<file path="src/rtl/mips_pkg.sv">
// rtl/mips_pkg.sv - shared register-bank widths and write-back queue entry type
package mips_pkg;

  localparam int DATA_W     = 32;
  localparam int REG_ADDR_W = 5;
  localparam int NUM_REGS   = 32;
  localparam logic [REG_ADDR_W-1:0] REG_ZERO = 5'd0;

  typedef struct packed {
    logic                  valid;
    logic [REG_ADDR_W-1:0] rd;
    logic [DATA_W-1:0]     data;
  } wb_entry_t;

endpackage

</file>
<file path="src/rtl/wb_load_queue.sv">
// rtl/wb_load_queue.sv - circular buffer of pending load write-backs with rd-based kill
module wb_load_queue
  import mips_pkg::*;
#(
  parameter int DEPTH = 4
) (
  input  logic                    clock,
  input  logic                    reset,
  input  logic                    push,
  input  logic [REG_ADDR_W-1:0]   push_rd,
  input  logic [DATA_W-1:0]       push_data,
  input  logic                    pop,
  input  logic                    kill_en,
  input  logic [REG_ADDR_W-1:0]   kill_rd,
  output logic                    head_valid,
  output logic [REG_ADDR_W-1:0]   head_rd,
  output logic [DATA_W-1:0]       head_data,
  output logic [$clog2(DEPTH):0]  count,
  output logic [NUM_REGS-1:0]     pending
);

  localparam int PTR_W = $clog2(DEPTH);

  wb_entry_t        mem [DEPTH];
  logic [PTR_W-1:0] head;
  logic [PTR_W-1:0] tail;

  always_ff @(posedge clock) begin
    if (reset) begin
      head  <= '0;
      tail  <= '0;
      count <= '0;
      for (int i = 0; i < DEPTH; i++) mem[i].valid <= 1'b0;
    end else begin
      // A younger ALU write to the same rd makes queued loads stale.
      if (kill_en) begin
        for (int i = 0; i < DEPTH; i++) begin
          if (mem[i].rd == kill_rd) mem[i].valid <= 1'b0;
        end
      end
      if (pop) begin
        mem[head].valid <= 1'b0;
        head            <= head + 1'b1;
      end
      if (push) begin
        mem[tail] <= '{valid: !(kill_en && (push_rd == kill_rd)), rd: push_rd, data: push_data};
        tail      <= tail + 1'b1;
      end
      count <= count + {{PTR_W{1'b0}}, push} - {{PTR_W{1'b0}}, pop};
    end
  end

  assign head_valid = mem[head].valid;
  assign head_rd    = mem[head].rd;
  assign head_data  = mem[head].data;

  always_comb begin
    pending = '0;
    for (int i = 0; i < DEPTH; i++) begin
      if (mem[i].valid) pending[mem[i].rd] = 1'b1;
    end
    pending[REG_ZERO] = 1'b0;
  end

endmodule

</file>
<file path="src/rtl/reg_writeback_unit.sv">
// rtl/reg_writeback_unit.sv - merges ALU results and queued load results onto the register-bank write port
module reg_writeback_unit #(
  parameter int DATA_W     = mips_pkg::DATA_W,
  parameter int REG_ADDR_W = mips_pkg::REG_ADDR_W,
  parameter int DEPTH      = 4
) (
  input  logic                   clock,
  input  logic                   reset,
  input  logic                   alu_valid,
  input  logic [REG_ADDR_W-1:0]  alu_rd,
  input  logic [DATA_W-1:0]      alu_data,
  input  logic                   ld_valid,
  output logic                   ld_ready,
  input  logic [REG_ADDR_W-1:0]  ld_rd,
  input  logic [DATA_W-1:0]      ld_data,
  output logic                   wb_reg_write,
  output logic [REG_ADDR_W-1:0]  wb_write_reg,
  output logic [DATA_W-1:0]      wb_write_data,
  output logic [31:0]            pending,
  output logic [$clog2(DEPTH):0] queue_count
);

  localparam int CW = $clog2(DEPTH) + 1;

  logic                  alu_write;
  logic                  push;
  logic                  pop;
  logic                  head_valid;
  logic [REG_ADDR_W-1:0] head_rd;
  logic [DATA_W-1:0]     head_data;

  assign alu_write = alu_valid && (alu_rd != mips_pkg::REG_ZERO);
  // Ready comes from the registered count only, so a full queue stays not-ready even while popping.
  assign ld_ready  = (queue_count < CW'(DEPTH));
  assign push      = ld_valid && ld_ready && (ld_rd != mips_pkg::REG_ZERO);
  assign pop       = !alu_write && (queue_count != '0);

  wb_load_queue #(
    .DEPTH (DEPTH)
  ) u_queue (
    .clock      (clock),
    .reset      (reset),
    .push       (push),
    .push_rd    (ld_rd),
    .push_data  (ld_data),
    .pop        (pop),
    .kill_en    (alu_write),
    .kill_rd    (alu_rd),
    .head_valid (head_valid),
    .head_rd    (head_rd),
    .head_data  (head_data),
    .count      (queue_count),
    .pending    (pending)
  );

  always_ff @(posedge clock) begin
    if (reset) begin
      wb_reg_write  <= 1'b0;
      wb_write_reg  <= '0;
      wb_write_data <= '0;
    end else if (alu_write) begin
      wb_reg_write  <= 1'b1;
      wb_write_reg  <= alu_rd;
      wb_write_data <= alu_data;
    end else if (pop && head_valid) begin
      wb_reg_write  <= 1'b1;
      wb_write_reg  <= head_rd;
      wb_write_data <= head_data;
    end else begin
      wb_reg_write  <= 1'b0;
      wb_write_reg  <= '0;
      wb_write_data <= '0;
    end
  end

endmodule
</file>
<file path="config.mk">
export PLATFORM = sky130hd
export DESIGN_NAME = reg_writeback_unit
export DESIGN_NICKNAME = d
export VERILOG_FILES = /design/src/rtl/mips_pkg.sv /design/src/rtl/wb_load_queue.sv /design/src/rtl/reg_writeback_unit.sv
export SDC_FILE = /design/constraint.sdc
export NUM_CORES = 1
export LEC_CHECK = 0
export BUFFER_PORTS_ARGS = -buffer_cell sky130_fd_sc_hd__buf_2
export CORE_UTILIZATION = 25
export DETAILED_ROUTE_END_ITERATION = 12
export GPL_TIMING_DRIVEN = 0
export SYNTH_ARGS = -nofsm -noshare
export SYNTH_HDL_FRONTEND = slang
export SYNTH_SLANG_ARGS = --single-unit
</file>
<file path="constraint.sdc">
create_clock -name clock -period 6.75 [get_ports clock]
set_clock_uncertainty 0.15 [all_clocks]
set_input_delay 1.35 -clock clock [delete_from_list [all_inputs] [get_ports clock]]
set_output_delay 1.35 -clock clock [all_outputs]
set_load 0.05 [all_outputs]
</file>
**Word-level counts from Yosys, hierarchy flattened**

Memory sizes are Yosys's and may differ from the RTL's. A register that Yosys moved wholly into a read port is not among the register bits.
Index checks and enable logic that the tools add are counted.

- Memories kept: 1
- Bits in writable memories: 152
- Latch bits: 0
- Output and inout port bits: 74
- Word-level logic and storage cells: 99
- Input bits: 78
- Bits in read-only memories: 0
- Register bits: 45

- Order comparisons: 9
- Mux-type cells: 51
- Divide/modulo/power cells: 0
- Bitwise gates (word level): 7
- Multipliers: 0
- Reductions and logical operators: 16
- Shifts and indexed selects: 0
- Equality and inequality tests: 5
- Add/sub/neg operators: 4

Memory list:

| name | depth | bits a word | read ports | clocked after Yosys merged registers in | wr ports | line | RTL |
|---|---|---|---|---|---|---|---|
| u_queue.mem | 4 | 38 | 5 | 1 | 5 | wb_load_queue.sv:24 | `wb_entry_t mem [DEPTH];` |

Operators by type and width:

| kind | count |
|---|---|
| $mux 32 | 6 |
| $or 32x32->32 | 3 |
| $mux 38 | 1 |
| $reduce_or 38->1 | 1 |
| $mux 1 | 34 |
| $eq 5x5->1 | 5 |
| $lt 5x6->1 const B | 4 |
| $demux 1 s5 | 4 |
| $ge 5x1->1 const B | 4 |
| $logic_and 1x1->1 | 10 |
| $mux 5 | 2 |
| $reduce_bool 5->1 | 2 |
| $mux 2 | 4 |
| $add 2x1->2 const B | 2 |
| $or 1x1->1 | 4 |
| $add 3x1->3 | 1 |
| $lt 3x3->1 const B | 1 |
| $reduce_bool 3->1 | 1 |
| $sub 3x1->3 | 1 |
| $logic_not 1->1 | 2 |

**Depth between registers and ports, before layout**

An unclocked memory read counts as a cell.

- Depth in word-level cells: 12
- Mapped depth: 11
- Mapped depth without buffers: 10

**Cells and area by module**

Synthesis repeated with hierarchy kept, for this count alone.

- Cells, all modules: 616
- Area, all modules: 9153.8 µm²

By module, submodules not included:

| module | area each (µm²) | instances | cells an instance | seq. area each (µm²) |
|---|---|---|---|---|
| wb_load_queue | 7383.3 | 1 | 447 | 4744.6 |
| reg_writeback_unit | 1770.4 | 1 | 169 | 760.7 |

**Worst setup path before layout**

OpenSTA, ideal clock, no wires.

- Path type: input port to flip-flop
- Start: input alu_rd[2]
- End: register u_queue.count[2]
- Library setup time: 0.128 ns
- Data required time: 6.472 ns
- Path buffers: 1
- Setup slack: 2.934 ns
- Arrival: 3.539 ns
- Stages on the path: 11
- Cell sequence: buf_4 > or3_4 > a211oi_4 > ha_1 > inv_1 > ha_1 > inv_1 > fa_1 > xor2_1 > xnor2_1 > nor2_1

- Longest elaborated chain between the ends: 5

RTL lines:

| item | line | RTL |
|---|---|---|
| start, declared | reg_writeback_unit.sv:10 | `input logic [REG_ADDR_W-1:0] alu_rd,` |
| $reduce_bool 5->1 | reg_writeback_unit.sv:32 | `assign alu_write = alu_valid && (alu_rd != mips_pkg::REG_ZERO);` |
| $logic_and 1x1->1 | reg_writeback_unit.sv:32 |  |
| $logic_not 1->1 | reg_writeback_unit.sv:36 | `assign pop = !alu_write && (queue_count != '0);` |
| $logic_and 1x1->1 | reg_writeback_unit.sv:36 |  |
| via pop | reg_writeback_unit.sv:27 | `logic pop;` |
| $sub 3x1->3 | wb_load_queue.sv:49 | `count <= count + {{PTR_W{1'b0}}, push} - {{PTR_W{1'b0}}, pop};` |
| end signal, assigned | wb_load_queue.sv:49 |  |
| end, declared | wb_load_queue.sv:18 | `output logic [$clog2(DEPTH):0] count,` |

The timed path passes the listed nets, and every way through them passes these cells.
A chain may end at the register's enable or synchronous reset.

==> results.md <==
- The power share of the clock group is 0.329.
- The top-level I/O count is ~150.
- Ranked by instance count, the synthesized netlist is headed by sky130_fd_sc_hd__edfxtp_1 (152), sky130_fd_sc_hd__dfxtp_1 (47), sky130_fd_sc_hd__mux4_2 (38), sky130_fd_sc_hd__a22o_1 (36), sky130_fd_sc_hd__clkbuf_1 (32).
- In this run the critical register-to-register path is captured at u_queue.count[2]$_SDFF_PP0_.
- In the global route stage, overall resource usage came out at 0.129.
- In this run the power density over the cells is a little under 300 nW/um^2.
- Of the total power, the share spent switching nets is 0.303.
- The startpoint of the most critical hold path is u_queue.tail[1]$_SDFFE_PP0N_.
- The detail route stage leaves a number of antenna-violating nets equal to 0.
- The number of nets in the synthesized netlist is between 600 and 700.
- STA classifies the critical path endpoint as an output pin.
- The number of clock buffers added by TritonCTS is 17.
- The insertion delay of the later-clocked pin in the worst-skew pair is 0.44 ns.
- The area of the mapped netlist is about 8600 um^2.
- The launching point of the worst reg2reg path is u_queue.count[1]$_SDFF_PP0_.
- The number of synthesized register bits is 199.
- After the first detailed-routing iteration, the DRC count stood at 362.
- STA classifies the critical path startpoint as a register.
- Entering global routing, the biggest net connects 23 pins.
- In the post-synthesis netlist, the cell with the most instances is sky130_fd_sc_hd__edfxtp_1.
- The initial antenna violation count came to 5.
- Hold repair after CTS inserted 0 buffers.
- In the final layout, the share of cells above drive strength 1 is 0.330.
- In the finished design, the share of the clock period the worst path needs comes to 0.639.
- The area of all placed cells without fillers is about 11000 um^2.
- The number of placement rows is between 60 and 70.
- The post-CTS setup-driven buffer insertion count is 0.
- Dividing the detail-routed via count by the number of cells gives roughly 4.7.
- The clock drives between 150 and 200 sinks.
- The via count of the first global-routing pass is between 5000 and 6000.
- For hold timing, the worst endpoint is u_queue.tail[1]$_SDFFE_PP0N_.
- For flop-to-flop paths, the worst setup slack is between 4 and 5 ns.
- The global placer's final weighted congestion is 0.845.
- The count of buffer and inverter cells on the critical path is 1.
- The floorplan step set the die height to ~190 um.
- For this run, the post-layout net count is 800.
- By startpoint and endpoint, the worst setup path is classified as register to output pin.
- The part of the power in combinational logic is 0.206.
- The number of port buffers is 144.
- Of all flip-flops after synthesis, the portion carrying an async set or reset was 0.
- The remaining design rule violation count is 0.
- The register with the most flip-flops in the layout has approximately 150 of them.
- The final total negative setup slack is 0 ns.
- The layout-stage area growth over the synthesis result is 23.0%.
- The slowest cell on the critical path is sky130_fd_sc_hd__nor3b_1.
- The sequential share of the synthesized area is 0.642.
- In this run the tightest slew margin relative to its limit is 0.0977.
- The placed wire-length estimate after detailed placement is 15600 um.
- The maximum VDD drop is 0.000181 V.
- Synthesis produced 544 cells.
- The worst hold path belongs to the class register to register.
- The number of cells upsized or downsized after cts is 0.
- Setup repair after global routing left no endpoint under its margin.
- The die is 187 um wide.
- The arrival time of data at the critical path endpoint is 2.81 ns.
- The total net switching power is between 900 and 1000 uW.
- The first detailed-routing pass ran for 5 iterations.
- The static leakage is 0.00372 uW.
- The count of warnings emitted by yosys is 0.
- The number of pins with negative max-slew slack in the final report is 0.
- The die covers about 35000 um^2.
- For the finished layout, the period the worst path requires is about 4.3 ns.
- Overall power consumption after layout is estimated at 3100 uW.
- The number of hold violations in the final report is 0.
- Internal power comes to 2160 uW.
- The clock tree synthesis step divided the H-tree into 4 levels.
- The cell at the root of the clock tree is sky130_fd_sc_hd__clkbuf_16.
- The number of setup violations in the final report is 0.
- A synthesized cell averages about 16 um^2.
- The first global-routing pass estimated between 30000 and 40000 um of wire.
- In the final routed layout, each cell accounts on average for roughly 19 um.
- The highest net fanout along the worst path is 7.
- At the pin with the least slew margin, the transition time is about 1.4 ns.
- The wire length reported by the detailed router is 22300 um.
- Grouping stages by cell kind, the critical path spends the most delay in simple AND/OR/NAND/NOR gates.
- The largest incremental delay on the critical path is 1.12 ns.
- The share of total power in sequential cells is 0.465.
- Traced cell by cell, the critical path runs through nor3b_1 > a22oi_1 > o221ai_1 > buf_2.
- Clock-pin slew was measured on the worst setup and hold paths at 0.08 ns.
- The maximum operating frequency is 232 MHz.
- The run finished with clean final reports.
- Counting distinct cell types in the post-synthesis netlist gives 45.
- The main flop type after synthesis is sky130_fd_sc_hd__edfxtp_1.
- The initial utilization of the core area, before any placement, comes to 0.255.
- The number of enable-type register cells in the synthesized netlist is 152.
- In the post-synthesis netlist, the biggest area contributors are sky130_fd_sc_hd__edfxtp_1 (53%), sky130_fd_sc_hd__dfxtp_1 (11%), sky130_fd_sc_hd__mux4_2 (10%), sky130_fd_sc_hd__a22o_1 (3.7%), sky130_fd_sc_hd__xnor2_1 (1.6%).
- The detailed-route via count is 5506.
- Once placement finished, the instance area stood at 9940 um^2.
- Along the worst hold path, the cell count comes to 2.
- The largest area contributor in the synthesized netlist is sky130_fd_sc_hd__edfxtp_1.
- The buffer depth of the longest clock path is 2.
- The count of maximum capacitance violations is 0.
- The path depth of the worst reg2reg path is 10.
- Global routing finished with a remaining overflow of 0.
- The area share of the leading cell type in the synthesized netlist is 0.532.
- TritonCTS built the clock tree.
- Data on the critical path is required at its endpoint by roughly 5.3 ns.
- The area of the core is 33600 um^2.
## power groups by stage
stage / Combinational (uW) / Sequential [uW] / Clock [uW]
floorplan: 373 / 1550 / 0
global placement: 638 / 1470 / 0
detailed placement: 649 / 1470 / 0
CTS: 653 / 1440 / 1050
global route: 693 / 1450 / 1090
finish: 638 / 1440 / 1020
## cells in the final DEF, fill, tap and decap left out, types with 3 or more instances in the layout
cell type	instances
sky130_fd_sc_hd__a22oi_1	15
sky130_fd_sc_hd__clkinv_4	4
sky130_fd_sc_hd__nand3_1	9
sky130_fd_sc_hd__edfxtp_1	152
sky130_fd_sc_hd__a22o_1	36
sky130_fd_sc_hd__clkbuf_16	17
sky130_fd_sc_hd__inv_8	4
sky130_fd_sc_hd__inv_1	9
sky130_fd_sc_hd__o22ai_1	12
sky130_fd_sc_hd__and3_1	4
sky130_fd_sc_hd__or3b_2	5
sky130_fd_sc_hd__mux4_2	38
sky130_fd_sc_hd__ha_1	10
sky130_fd_sc_hd__nor3b_1	8
sky130_fd_sc_hd__clkbuf_1	32
sky130_fd_sc_hd__a21oi_1	5
sky130_fd_sc_hd__nand3b_1	10
sky130_fd_sc_hd__clkinv_8	3
sky130_fd_sc_hd__buf_4	3
sky130_fd_sc_hd__o221ai_1	15
sky130_fd_sc_hd__a221o_1	12
sky130_fd_sc_hd__and2_1	6
sky130_fd_sc_hd__buf_12	7
sky130_fd_sc_hd__nand2_1	13
sky130_fd_sc_hd__nor3_1	7
sky130_fd_sc_hd__o211ai_1	4
sky130_fd_sc_hd__o21ai_1	4
sky130_fd_sc_hd__buf_2	145
sky130_fd_sc_hd__nor2_1	20
sky130_fd_sc_hd__xor2_1	13
sky130_fd_sc_hd__and3b_1	6
sky130_fd_sc_hd__dfxtp_1	47
sky130_fd_sc_hd__nor2b_1	3
sky130_fd_sc_hd__a221oi_1	4
sky130_fd_sc_hd__and2_2	4
sky130_fd_sc_hd__xnor2_1	16
## cell families after synthesis
| group | count (synthesis) | synth area share |
|---|---|---|
| buffers and inverters | 51 | 0.0312 |
| AND/OR/NAND/NOR | 99 | 0.0668 |
| other | 1 | 0.000437 |
| flip-flops | 199 | 0.642 |
| adder cells (fa/ha/maj) | 11 | 0.0169 |
| XOR/XNOR | 29 | 0.0296 |
| AO/OA/AOI/OAI | 114 | 0.111 |
| multiplexers | 40 | 0.102 |
## layer usage
layer	track usage	routed length, um	vias to the layer above
met5	0	37	-
li1	-	-	2526
met3	0.0407	1760	40
met1	0.159	9540	2698
met4	0.0492	372	6
met2	0.209	10600	236
## worst register-to-register path: cells and delay by family (launching register included)
family | cells | cell delay [ns]
buffers and inverters | 2 | 0.11
AO/OA/AOI/OAI | 1 | 0.49
XOR/XNOR | 2 | 0.30
AND/OR/NAND/NOR | 2 | 0.17
adder cells (fa/ha/maj) | 3 | 0.84
flip-flops | 1 | 0.41
## layout make-up
cell class | count | area [um^2]
sequential | 199 | 5510
inverter | 9 | 33.8
antenna | 2 | 5.00
multi-input combinational | 294 | 2810
clock buffer | 17 | 425
buffer | 42 | 234
tap | 448 | 561
fill | 3327 | 23100
clock inverter | 15 | 179
timing repair buffer | 148 | 801
## metrics by stage
step	worst slack (ns)	util	instances	hold slack [ns]
global placement	2.49	0.293	1136	0.390
CTS	2.61	0.314	1172	0.418
finish	2.44	0.314	1174	0.418
detailed placement	2.77	0.296	1140	0.404
global route	2.42	0.314	1172	0.466
floorplan	2.93	-	544	0.364
## how the worst max path moves through the flow
stage                                 start  slack, ns                      endpoint  depth (start not counted)
3_3_place_gp                       ld_rd[2]       2.49  u_queue.mem[1][20]$_DFFE_PP_                          4
3_5_place_dp                      alu_rd[3]       2.77   u_queue.count[2]$_SDFF_PP0_                         11
4_1_cts        u_queue.mem[0][32]$_DFFE_PP_       2.61                    pending[4]                          4
2_1_floorplan                     alu_rd[2]       2.93   u_queue.count[2]$_SDFF_PP0_                         11
5_1_grt        u_queue.mem[0][32]$_DFFE_PP_       2.42                    pending[4]                          4
6_report       u_queue.mem[0][32]$_DFFE_PP_       2.44                    pending[8]                          4
(Power assumes the default switching activity.)
